--- src/rtl/mem_arbiter_if.sv ---
// mem_arbiter_if
// Bundles every signal between the arbiter, its two requesters and the
// shared memory.
//   IF requester : if_req, if_addr -> ; <- if_rdata, if_done, if_stall
//   MA requester : ma_rd, ma_wr, ma_addr, ma_wdata -> ;
//                  <- ma_rdata, ma_done, ma_stall
//   control      : halt ->
//   memory       : <- mem_addr, mem_data_in, mem_enable, mem_wr,
//                     mem_createdump ; mem_data_out ->
// Modport slave is the arbiter's view. Modport master is the view of the
// surrounding system: the requesters plus the memory.
interface mem_arbiter_if;
    logic        if_req;
    logic [15:0] if_addr;
    logic [15:0] if_rdata;
    logic        if_done;
    logic        if_stall;

    logic        ma_rd;
    logic        ma_wr;
    logic [15:0] ma_addr;
    logic [15:0] ma_wdata;
    logic [15:0] ma_rdata;
    logic        ma_done;
    logic        ma_stall;

    logic        halt;

    logic [15:0] mem_addr;
    logic [15:0] mem_data_in;
    logic        mem_enable;
    logic        mem_wr;
    logic        mem_createdump;
    logic [15:0] mem_data_out;

    modport slave (
        input  if_req, if_addr, ma_rd, ma_wr, ma_addr, ma_wdata, halt,
               mem_data_out,
        output if_rdata, if_done, if_stall, ma_rdata, ma_done, ma_stall,
               mem_addr, mem_data_in, mem_enable, mem_wr, mem_createdump
    );

    modport master (
        output if_req, if_addr, ma_rd, ma_wr, ma_addr, ma_wdata, halt,
               mem_data_out,
        input  if_rdata, if_done, if_stall, ma_rdata, ma_done, ma_stall,
               mem_addr, mem_data_in, mem_enable, mem_wr, mem_createdump
    );
endinterface

--- src/rtl/mem_arbiter.sv ---
// mem_arbiter
// Shares one single-ported, fixed-latency memory between the instruction
// fetch requester (IF) and the memory access requester (MA). A grant latches
// address, write data and write strobe into port registers. Those registers
// drive the memory unchanged for LAT cycles. A one-cycle done pulse then
// returns to the owner. A sticky halt defers the memory dump until the
// in-flight access has drained.
// Parameters:
//   LAT  memory access latency in cycles, legal range 1..15
// Ports:
//   clk  rising-edge clock
//   rst  synchronous active-high reset
//   bus  mem_arbiter_if.slave (requesters, halt and memory port)
module mem_arbiter #(
    parameter int LAT = 4
) (
    input  logic          clk,
    input  logic          rst,
    mem_arbiter_if.slave  bus
);
    typedef enum logic [2:0] {
        IDLE   = 3'd0,
        BUSY   = 3'd1,
        DONE   = 3'd2,
        DUMP   = 3'd3,
        HALTED = 3'd4
    } state_t;

    localparam logic OWNER_IF = 1'b0;
    localparam logic OWNER_MA = 1'b1;

    state_t      state_q, state_d;
    logic        halt_q;
    logic [3:0]  cnt_q, cnt_d;
    logic        last_owner_q, last_owner_d;
    logic        owner_q, owner_d;
    logic [15:0] addr_q, addr_d;
    logic [15:0] wdata_q, wdata_d;
    logic        wr_q, wr_d;
    logic [15:0] if_rdata_q, if_rdata_d;
    logic [15:0] ma_rdata_q, ma_rdata_d;

    logic        ma_any;
    logic        grant_ma;

    assign ma_any = bus.ma_rd | bus.ma_wr;

    always_ff @(posedge clk) begin
        if (rst) begin
            state_q      <= IDLE;
            halt_q       <= 1'b0;
            cnt_q        <= 4'd0;
            last_owner_q <= OWNER_MA;
            owner_q      <= OWNER_IF;
            addr_q       <= 16'h0000;
            wdata_q      <= 16'h0000;
            wr_q         <= 1'b0;
            if_rdata_q   <= 16'h0000;
            ma_rdata_q   <= 16'h0000;
        end else begin
            state_q      <= state_d;
            // Sticky: once seen in any state, halt is remembered until reset.
            halt_q       <= halt_q | bus.halt;
            cnt_q        <= cnt_d;
            last_owner_q <= last_owner_d;
            owner_q      <= owner_d;
            addr_q       <= addr_d;
            wdata_q      <= wdata_d;
            wr_q         <= wr_d;
            if_rdata_q   <= if_rdata_d;
            ma_rdata_q   <= ma_rdata_d;
        end
    end

    always_comb begin
        state_d      = state_q;
        cnt_d        = cnt_q;
        last_owner_d = last_owner_q;
        owner_d      = owner_q;
        addr_d       = addr_q;
        wdata_d      = wdata_q;
        wr_d         = wr_q;
        if_rdata_d   = if_rdata_q;
        ma_rdata_d   = ma_rdata_q;
        grant_ma     = 1'b0;

        case (state_q)
            IDLE: begin
                if (halt_q) begin
                    state_d = DUMP;
                end else if (bus.if_req || ma_any) begin
                    // On a tie, the requester not served last wins.
                    grant_ma = ma_any && (!bus.if_req || (last_owner_q == OWNER_IF));
                    owner_d  = grant_ma;
                    addr_d   = grant_ma ? bus.ma_addr : bus.if_addr;
                    wdata_d  = grant_ma ? bus.ma_wdata : 16'h0000;
                    // A write wins over a read when MA asserts both.
                    wr_d     = grant_ma & bus.ma_wr;
                    cnt_d    = 4'(LAT - 1);
                    state_d  = BUSY;
                end
            end
            BUSY: begin
                if (cnt_q == 4'd0) begin
                    if (!wr_q) begin
                        if (owner_q == OWNER_MA) begin
                            ma_rdata_d = bus.mem_data_out;
                        end else begin
                            if_rdata_d = bus.mem_data_out;
                        end
                    end
                    last_owner_d = owner_q;
                    state_d      = DONE;
                end else begin
                    cnt_d = cnt_q - 4'd1;
                end
            end
            // No grant from DONE: the owner's request is still visible this
            // cycle and must not be served a second time.
            DONE:    state_d = IDLE;
            DUMP:    state_d = HALTED;
            HALTED:  state_d = HALTED;
            default: state_d = IDLE;
        endcase
    end

    // Port registers only reach the memory while an access is in flight.
    assign bus.mem_enable     = (state_q == BUSY);
    assign bus.mem_addr       = (state_q == BUSY) ? addr_q  : 16'h0000;
    assign bus.mem_data_in    = (state_q == BUSY) ? wdata_q : 16'h0000;
    assign bus.mem_wr         = (state_q == BUSY) & wr_q;
    assign bus.mem_createdump = (state_q == DUMP);

    assign bus.if_done  = (state_q == DONE) && (owner_q == OWNER_IF);
    assign bus.ma_done  = (state_q == DONE) && (owner_q == OWNER_MA);
    assign bus.if_rdata = if_rdata_q;
    assign bus.ma_rdata = ma_rdata_q;
    assign bus.if_stall = bus.if_req & ~bus.if_done;
    assign bus.ma_stall = ma_any & ~bus.ma_done;
endmodule

--- src/flat_wrapper.sv ---
// flat-port wrapper written by rule: the top's interface ports become plain ports
module mem_arbiter_flat 
#(
    parameter int LAT = 4
)
  (clk, rst, bus_if_req, bus_if_addr, bus_ma_rd, bus_ma_wr, bus_ma_addr, bus_ma_wdata, bus_halt, bus_mem_data_out, bus_if_rdata, bus_if_done, bus_if_stall, bus_ma_rdata, bus_ma_done, bus_ma_stall, bus_mem_addr, bus_mem_data_in, bus_mem_enable, bus_mem_wr, bus_mem_createdump);
  mem_arbiter_if bus_i ();
  input  logic clk;
  input  logic rst;
  input wire logic [$bits(bus_i.if_req)-1:0] bus_if_req;
  input wire logic [$bits(bus_i.if_addr)-1:0] bus_if_addr;
  input wire logic [$bits(bus_i.ma_rd)-1:0] bus_ma_rd;
  input wire logic [$bits(bus_i.ma_wr)-1:0] bus_ma_wr;
  input wire logic [$bits(bus_i.ma_addr)-1:0] bus_ma_addr;
  input wire logic [$bits(bus_i.ma_wdata)-1:0] bus_ma_wdata;
  input wire logic [$bits(bus_i.halt)-1:0] bus_halt;
  input wire logic [$bits(bus_i.mem_data_out)-1:0] bus_mem_data_out;
  output wire logic [$bits(bus_i.if_rdata)-1:0] bus_if_rdata;
  output wire logic [$bits(bus_i.if_done)-1:0] bus_if_done;
  output wire logic [$bits(bus_i.if_stall)-1:0] bus_if_stall;
  output wire logic [$bits(bus_i.ma_rdata)-1:0] bus_ma_rdata;
  output wire logic [$bits(bus_i.ma_done)-1:0] bus_ma_done;
  output wire logic [$bits(bus_i.ma_stall)-1:0] bus_ma_stall;
  output wire logic [$bits(bus_i.mem_addr)-1:0] bus_mem_addr;
  output wire logic [$bits(bus_i.mem_data_in)-1:0] bus_mem_data_in;
  output wire logic [$bits(bus_i.mem_enable)-1:0] bus_mem_enable;
  output wire logic [$bits(bus_i.mem_wr)-1:0] bus_mem_wr;
  output wire logic [$bits(bus_i.mem_createdump)-1:0] bus_mem_createdump;
  assign bus_i.if_req = bus_if_req;
  assign bus_i.if_addr = bus_if_addr;
  assign bus_i.ma_rd = bus_ma_rd;
  assign bus_i.ma_wr = bus_ma_wr;
  assign bus_i.ma_addr = bus_ma_addr;
  assign bus_i.ma_wdata = bus_ma_wdata;
  assign bus_i.halt = bus_halt;
  assign bus_i.mem_data_out = bus_mem_data_out;
  assign bus_if_rdata = bus_i.if_rdata;
  assign bus_if_done = bus_i.if_done;
  assign bus_if_stall = bus_i.if_stall;
  assign bus_ma_rdata = bus_i.ma_rdata;
  assign bus_ma_done = bus_i.ma_done;
  assign bus_ma_stall = bus_i.ma_stall;
  assign bus_mem_addr = bus_i.mem_addr;
  assign bus_mem_data_in = bus_i.mem_data_in;
  assign bus_mem_enable = bus_i.mem_enable;
  assign bus_mem_wr = bus_i.mem_wr;
  assign bus_mem_createdump = bus_i.mem_createdump;
  mem_arbiter #(.LAT(LAT)) u_core (.clk(clk), .rst(rst), .bus(bus_i));
endmodule
--- config.mk ---
export PLATFORM = sky130hd
export DESIGN_NAME = mem_arbiter_flat
export DESIGN_NICKNAME = d
export VERILOG_FILES = /design/src/rtl/mem_arbiter_if.sv /design/src/rtl/mem_arbiter.sv /design/src/flat_wrapper.sv
export SDC_FILE = /design/constraint.sdc
export NUM_CORES = 1
export LEC_CHECK = 0
export ABC_AREA = 1
export ABC_CLOCK_PERIOD_IN_PS = 2400
export CORE_UTILIZATION = 46
export CTS_CLUSTER_DIAMETER = 150
export DETAILED_ROUTE_END_ITERATION = 8
export PLACE_DENSITY = 0.84
export SYNTH_ARGS = -nofsm -noshare
export SYNTH_HDL_FRONTEND = slang
export SYNTH_SLANG_ARGS = --single-unit
--- constraint.sdc ---
create_clock -name clk -period 2.4 [get_ports clk]
set_input_delay 0.24 -clock clk [delete_from_list [all_inputs] [get_ports clk]]
set_output_delay 0.24 -clock clk [all_outputs]
set_load 0.1 [all_outputs]
==> flow_summary.json <==
{
  "core_um2": 6910,
  "io_pins": 141,
  "p_leak_nw": 2.12,
  "start_util_pct": 48.4,
  "fin_util_pct": 75.6,
  "cts_buffer_depth": 2,
  "cts-htree-levels": 3,
  "critPathMaxFanout": 35,
  "drv_slew": 0,
  "dpl.hpwl_um": 6950,
  "layout_common_cells": "nand2_1, dfxtp_1, a21oi_1",
  "post_drt_wl_per_cell_um": 13.0,
  "area_growth_pct": 56.2,
  "syn_avg_cell_area_um2": 6.81,
  "ys_seq_area_share_pct": 44.9,
  "stdcell_area_um2": 5220,
  "slowest_stage": "buf_4",
  "min_period_ns": 2.07,
  "max_freq_mhz": 484,
  "die_y_um": 87.2,
  "reg2reg_slack_ns": 0.71,
  "cts_tree": "yes",
  "cts_hold_buf": 0,
  "setup_viol": 0,
  "port_buffers": 140,
  "p_seq_share_pct": 30.9,
  "syn_inst": 491,
  "max_stage_delay_ns": 0.42,
  "avgViaCountPerCell": 4.92,
  "grt_overflow_total": 0,
  "cts_sinks": 75,
  "place_area_um2": 5020,
  "dieArea_um2": 7610,
  "critPathBufInv": 2,
  "critPathKind": "reg2out",
  "wl_um": 9380,
  "p_per_area_nw_per_um2": 972,
  "netlist_area_um2": 3340,
  "worst_hold_slack_ns": 0.252,
  "cp-end-kind": "output port",
  "vias": 3561,
  "critical_path.cell_chain": "nor2_1 -> nand2_1 -> buf_4 -> nor2_1 -> buf_12",
  "fin_cells": 724,
  "finClkSkew_ns": 0.00856,
  "cts_setup_buffers": 0,
  "antenna_found_initial": 0,
  "ir_drop_uv": 457,
  "cp-startpoint": "u_core.state_q[2]",
  "yosysWarnings": 0,
  "internal-power_mw": 2.64,
  "track_usage_pct": 25.3,
  "drive_gt1_share_pct": 17.5,
  "r2r-start": "u_core.state_q[2]",
  "p_switching_mw": 2.43,
  "tns_ns": 0,
  "synth_fp_nets": 563,
  "dpl_worst_slack_ns": 0.223,
  "drv_cap": 0,
  "final_common_cell": "nand2_1",
  "pwr-share-comb_pct": 49.9,
  "tightestPinTransition_ns": 0.926,
  "drt_iter0_drc": 130,
  "drc_errors": 0,
  "max_slew_margin_pct": 38.3,
  "cts_resized": 0,
  "nFillCells": 531,
  "grt_max_degree": 36,
  "fin_crit_sh_pct": 86.1,
  "grt_first_pass_wirelength_um": 15000,
  "finalPower_mw": 5.07,
  "hold_path.class": "in2reg",
  "ant_nets": 0,
  "clockRootBuffer": "clkbuf_8",
  "rsz0062_at_grt": "no",
  "antenna_cells": 0,
  "post-place-cells": 708,
  "critPathLaunchType": "register",
  "fin_ws_ns": 0.334,
  "critPathMostFrequentCell": "nor2_1",
  "fin_nets": 695,
  "outcome": "finished, final reports clean",
  "cts_buffers": 9,
  "ys_types": 22,
  "rows": 30,
  "cp_top_family": "buffers and inverters",
  "dr.pass1.iters": 4,
  "ys_seq_elements": 75,
  "fp.dieW_um": 87.2,
  "clockPowerShare_pct": 19.2,
  "swShare_pct": 47.9,
  "clkLatencyLatePin_ns": 0.35,
  "hold_start": "rst",
  "crit_required_ns": 2.16,
  "grt_pass1_vias": 3311,
  "hold_viol_final": 0,
  "path_clk_slew_ns": 0.08,
  "place_congestion": 0.835,
  "cp.arrival_ns": 1.83
}
==> layer usage <==
metal | wire length [µm] | GRT usage [%] | vias to the layer above
li1 | - | - | 1781
met1 | 3740 | 29.4 | 1606
met2 | 4760 | 45.2 | 168
met3 | 834 | 8.63 | 6
met4 | 57 | 5.07 | 0
met5 | 0 | 0 | -
==> area by class of cell <==
class | count | area (µm²) | area share [%]
repair buffers | 145 | 1690 | 32.5
inverters | 50 | 190 | 3.64
multi-input cells | 342 | 1510 | 29.0
clock buffers | 9 | 124 | 2.37
clock inverters | 7 | 76.3 | 1.46
flip-flops and latches | 75 | 1500 | 28.8
well taps | 96 | 120 | 2.30
==> power groups by stage <==
| stage | logic (mW) | registers [mW] | clock network (mW) |
|---|---|---|---|
| 2_1_floorplan | 1.49 | 1.96 | 0 |
| 3_5_place_dp | 2.53 | 1.59 | 0 |
| 5_1_grt | 2.71 | 1.59 | 1.04 |
| 6_report | 2.53 | 1.57 | 0.975 |
| 3_3_place_gp | 2.48 | 1.58 | 0 |
| 4_1_cts | 2.54 | 1.57 | 0.990 |
==> path summary, 6_finish.rpt <==
check                                         endpoint  depth (start not counted)
worst max register to register         u_core.cnt_q[2]                          7
worst min register to register  u_core.bus.if_rdata[3]                          2
worst min-delay path                    u_core.owner_q                          2
worst max-delay path                bus_mem_data_in[5]                          5
==> flip-flops by register name (all words and copies together), names as in the netlist <==
signal               count
u_core.last_owner_q      1
u_core.bus.if_rdata     16
u_core.wdata_q          16
u_core.wr_q              1
u_core.owner_q           1
u_core.halt_q            1
u_core.cnt_q             4
u_core.addr_q           16
u_core.state_q           3
u_core.bus.ma_rdata     16
==> Yosys cell counts <==
cell type	instances	area, µm²
o21a_1	1	7.51
inv_2	5	18.8
nor3_1	3	15.0
nand3_1	22	110
a21oi_1	71	355
nand2_1	179	672
o21ai_2	1	8.76
inv_1	44	165
buf_4	5	37.5
dfxtp_1	75	1500
nand2_2	3	18.8
o211ai_1	1	7.51
buf_2	4	20.0
nor2_8	3	60.1
inv_4	1	6.26
nor2_1	50	188
o21ai_0	2	10.0
clkbuf_1	12	45.0
buf_6	3	33.8
nand3_4	1	17.5
nor2_2	3	18.8
ha_1	2	25.0
==> worst reg2reg max path: stages, from the launching register on <==
cell and delay [ns]:
dfxtp_1 0.41, nor2_1 0.07, nand2_1 0.22, buf_4 0.42, nand2_1 0.19, nand2_1 0.15, nand2_1 0.06, a21oi_1 0.10
==> cell families (layout without fill, tap and decap cells) <==
| family | count (synthesis) | count (layout) | share of synthesized area, % |
|---|---|---|---|
| buffers and inverters | 74 | 211 | 9.77 |
| adder cells (fa/ha/maj) | 2 | 2 | 0.749 |
| flip-flops | 75 | 75 | 44.9 |
| AND/OR/NAND/NOR | 264 | 264 | 32.9 |
| AO/OA/AOI/OAI | 76 | 76 | 11.6 |
Power figures use the tool's default switching activity.
